### src/rtl/run8_pattern_gen.sv
// rtl/run8_pattern_gen.sv - LED pattern generator driven by a step strobe, with debounced mode/pause keys
// Four patterns (shift left, shift right, ping-pong, fill); keys are synchronised, debounced and edge-detected.
module run8_pattern_gen #(
  parameter int DB_CYCLES = 20,
  parameter int DB_W      = 5
) (
  input  logic       clk,
  input  logic       rst,
  input  logic       step,
  input  logic       key_mode,
  input  logic       key_pause,
  output logic [7:0] led,
  output logic [1:0] mode,
  output logic       paused,
  output logic       wrap
);

  // bit 0 = mode key, bit 1 = pause key
  logic [1:0]      keys;
  logic [1:0]      sync1;
  logic [1:0]      sync2;
  logic [1:0]      level;
  logic [1:0]      level_d;
  logic [1:0]      press;
  logic [DB_W-1:0] cnt [2];

  assign keys = {key_pause, key_mode};

  always_ff @(posedge clk) begin
    if (rst) begin
      sync1   <= '0;
      sync2   <= '0;
      level   <= '0;
      level_d <= '0;
      press   <= '0;
      for (int i = 0; i < 2; i++) cnt[i] <= '0;
    end else begin
      sync1   <= keys;
      sync2   <= sync1;
      level_d <= level;
      press   <= level & ~level_d;
      for (int i = 0; i < 2; i++) begin
        if (sync2[i] == level[i]) begin
          cnt[i] <= '0;
        end else if (cnt[i] == DB_W'(DB_CYCLES - 1)) begin
          level[i] <= sync2[i];
          cnt[i]   <= '0;
        end else begin
          cnt[i] <= cnt[i] + DB_W'(1);
        end
      end
    end
  end

  logic       dir_up;
  logic       dir_next;
  logic [7:0] led_next;
  logic [1:0] mode_inc;
  logic [7:0] start_cur;
  logic [7:0] start_new;

  assign mode_inc  = mode + 2'd1;
  assign start_cur = (mode == 2'd1) ? 8'h80 : 8'h01;
  assign start_new = (mode_inc == 2'd1) ? 8'h80 : 8'h01;

  // Ping-pong direction flips on arrival at either end, so no end value repeats.
  always_comb begin
    led_next = led;
    dir_next = dir_up;
    case (mode)
      2'd0: led_next = {led[6:0], led[7]};
      2'd1: led_next = {led[0], led[7:1]};
      2'd2: begin
        led_next = dir_up ? {led[6:0], 1'b0} : {1'b0, led[7:1]};
        if (led_next == 8'h80)      dir_next = 1'b0;
        else if (led_next == 8'h01) dir_next = 1'b1;
      end
      default: led_next = (led == 8'hFF) ? 8'h00 : {led[6:0], 1'b1};
    endcase
  end

  always_ff @(posedge clk) begin
    if (rst) begin
      led    <= 8'h01;
      mode   <= 2'd0;
      paused <= 1'b0;
      wrap   <= 1'b0;
      dir_up <= 1'b1;
    end else begin
      if (press[0]) begin
        mode   <= mode_inc;
        led    <= start_new;
        dir_up <= 1'b1;
        wrap   <= 1'b0;
      end else if (!paused) begin
        if (step) begin
          led    <= led_next;
          dir_up <= dir_next;
          wrap   <= (led_next == start_cur);
        end else begin
          wrap <= 1'b0;
        end
      end
      if (press[1]) paused <= ~paused;
    end
  end

endmodule

### config.mk
export PLATFORM = sky130hd
export DESIGN_NAME = run8_pattern_gen
export DESIGN_NICKNAME = d
export VERILOG_FILES = /design/src/rtl/run8_pattern_gen.sv
export SDC_FILE = /design/constraint.sdc
export NUM_CORES = 1
export LEC_CHECK = 0
export CAP_MARGIN = 20
export CORE_ASPECT_RATIO = 0.5
export CORE_MARGIN = 5
export CORE_UTILIZATION = 45
export CTS_BUF_LIST = sky130_fd_sc_hd__clkbuf_8
export DETAILED_ROUTE_END_ITERATION = 8
export GPL_ROUTABILITY_DRIVEN = 0
export PLACE_DENSITY_LB_ADDON = 0.2
export RECOVER_POWER = 100
export SYNTH_ARGS = -nofsm -noshare
export SYNTH_HDL_FRONTEND = slang
export SYNTH_SLANG_ARGS = --single-unit
### constraint.sdc
create_clock -name clk -period 2 [get_ports clk]
set_clock_uncertainty 0.1 [all_clocks]
set_input_delay 0.3 -clock clk [delete_from_list [all_inputs] [get_ports clk]]
set_output_delay 0.3 -clock clk [all_outputs]
set_load 0.02 [all_outputs]
==> qor.yml <==
clock_network:
  cts_tree: "built"
  post_cts_buffers: 0
  clk_latency_ps: 290
  clk_pin_slew_ps: 70
  cts_buffers: 5
  cts_buffer_depth: 2
  clkSinkCount: 33
  cts-root-buf: "clkbuf_8"
  htree_levels: 2
power:
  intPower_mw: 1.17
  leakagePower_nw: 0.831
  p_sw_share_pct: 22.9
  p_per_area_nw_per_um2: 727
  combPwrFrac_pct: 7.9
  power_frac_seq_pct: 48.3
  pwr-share-clk_pct: 43.8
  ir_drop_v: 0.000325
  p_sw_uw: 348
  finalPower_mw: 1.52
sta:
  hold_viol_final: 0
  slew_violations: 0
  finalSetupViolCount: 0
  max_freq_mhz: 521
  fin_crit_ps: 1920
  post-route-period-util_pct: 95.9
  hold_ws_ps: 283
  finalSetupTns_ps: 0
  rsz0062_at_grt: "no"
min_path:
  hold_class: "register to register"
  worstHoldPathCells: 1
  hp-start: "level_d[0]"
synthesis:
  synth_xor_area_share_pct: 5.16
  yosysUniqueCellTypes: 38
  seq_area_frac_synth_pct: 44.8
  synth-compound-area-share_pct: 11.8
  synth_edf_count: 10
  synth.area.mux_share_pct: 5.46
  postSynthCellCount: 184
  synth_seq_cells: 33
  synthAdderAreaFrac_pct: 5.16
  synthesis.yosys.warnings: 0
  syn-cell-area_um2: 1700
  async_flop_share_pct: 0
  synth_area_leader_cell: "dfxtp_1"
  synthSimpleGateAreaFrac_pct: 23.1
  avgSynthCellArea_um2: 9.22
  synth_top_area_share_pct: 27.1
  synth_top_family_by_area: "simple AND/OR/NAND/NOR gates"
  synthFlopType: "dfxtp_1"
  synth.area.top_cells: "dfxtp_1, edfxtp_1, nor2_1, ha_1, nor2b_1"
critical_path:
  slowest_stage: "clkdlybuf4s50_1"
  crit_chain: "buf_4 > clkdlybuf4s50_1"
  regToRegStartpoint: "mode[0]"
  start_kind: "register"
  required_ps: 1600
  crit_type: "register to output pin"
  crit_path_max_incr_delay_ps: 600
  startpoint: "led[6]"
  crit_arrival_ps: 1520
  endpoint_kind: "output pin"
  rr_worst_depth: 8
  path_max_fanout: 5
detailed_routing:
  ant_nets: 0
  wl_per_cell_um: 12.7
  drt_first_pass_iters: 4
  num_vias: 1381
  vias_per_cell: 5.19
  detail_route.drc_violations: 0
  wirelength_mm: 3.38
  drt_iter0_drc: 41
finish:
  regArea_um2: 763
  drive_gt1_share_pct: 11.6
  multi_input_area_um2: 905
  final_cell_area_um2: 2090
  antennaDiodeCount: 0
  final_cell_mix: "nor2_1, dfxtp_1, nand3_1, nor2b_1"
  fin_nets: 226
  area_delta_synth_final_pct: 23.3
  fill_cells: 319
  final_common_cell: "nor2_1"
global_route:
  grt_pass1_vias: 1273
  grt_use_total_pct: 14.2
  grt_max_degree: 15
  antenna_found_initial: 0
  grt_pass1_wl_mm: 5.66
  overflow: 0
placement:
  portBuffers: 16
  post_dp_cell_area_um2: 1970
  dp_hpwl_mm: 2.41
floorplanning:
  die_h_um: 53.4
  dieArea_um2: 5170
  die_w_um: 96.8
  design.core.area_um2: 3530
  boundaryPins: 17
  initial_core_util_pct: 48.1
  row_count: 15
flow_run:
  drv_cap: 0
outcome:
  status: "finished, final reports clean"
==> state kept, by name (all words and copies together), names as in the netlist, 2 cells and up <==
name and count:
level_d 2, sync1 2, cnt 10, press 2, sync2 2, mode 2
level 2, led 8
==> worst max-delay path, delay by kind of cell, from the launching register on <==
kind                   cells  cell delay [ps]
DFF                        1              450
buffers and inverters      2              780
==> metal layers <==
| layer | up-vias | part of all wire (%) | GRT usage, % |
|---|---|---|---|
| li1 | 694 | - | - |
| met1 | 636 | 46 | 15.3 |
| met2 | 38 | 46 | 24.4 |
| met3 | 13 | 5.7 | 5.13 |
| met4 | 0 | 2.6 | 8.86 |
| met5 | - | 0 | 0 |
==> metrics by stage <==
| step | util [%] | setup WS, ps | instances |
|---|---|---|---|
| detailed placement | 55.9 | 28.0 | 258 |
| finish | 59.3 | 82.3 | 266 |
| global route | 59.3 | 11.5 | 266 |
| CTS | 59.3 | 64.0 | 266 |
| global placement | 55.9 | 75.5 | 258 |
| floorplan | - | 27.4 | 193 |
==> cell usage after synthesis, types with 3 or more instances <==
master    instances
a22oi_1           3
buf_2             6
a21oi_1           8
edfxtp_1         10
xnor2_1           6
nor2_1           30
nor2b_1          12
nand3_1          13
xor2_1            4
clkbuf_1          3
nand2_1           9
o21ai_0           3
mux2i_1           7
ha_1              7
inv_1             6
nor4bb_1          3
o221ai_1          3
dfxtp_1          23
==> path summary, 6_finish.rpt <==
path	end	slack, ps
worst min register to register	press[0]	280
worst min-delay path	press[0]	280
worst max register to register	wrap	90
worst max-delay path	led[6]	80
==> power groups by stage <==
stage	registers (mW)	clock network [mW]	logic, mW
finish	0.735	0.665	0.121
global route	0.738	0.713	0.134
CTS	0.735	0.686	0.124
detailed placement	0.750	0	0.123
global placement	0.749	0	0.122
floorplan	0.748	0	0.0770
==> cells by family after synthesis <==
| kind of cell | Yosys count |
|---|---|
| adder cells (fa/ha/maj) | 7 |
| AO/OA/AOI/OAI | 29 |
| buffers and inverters | 17 |
| flip-flops | 33 |
| AND/OR/NAND/NOR | 78 |
| XOR/XNOR | 10 |
| other | 1 |
| multiplexers | 9 |
==> cell type report <==
| class | instances | share of cell area (%) |
|---|---|---|
| multi-input combinational | 143 | 43.2 |
| sequential | 33 | 36.5 |
| timing repair buffer | 25 | 10.4 |
| clock buffer | 6 | 3.95 |
| tap | 51 | 3.05 |
| clock inverter | 2 | 1.79 |
| inverter | 6 | 1.08 |
==> what timing repair did <==
item	CTS	global route
hold buffers	0	0
hold endpoints to repair	0	0
pin swaps	0	2
endpoints found under the setup margin	1	2
gates resized for setup	1	3
Power figures use the tool's default switching activity.
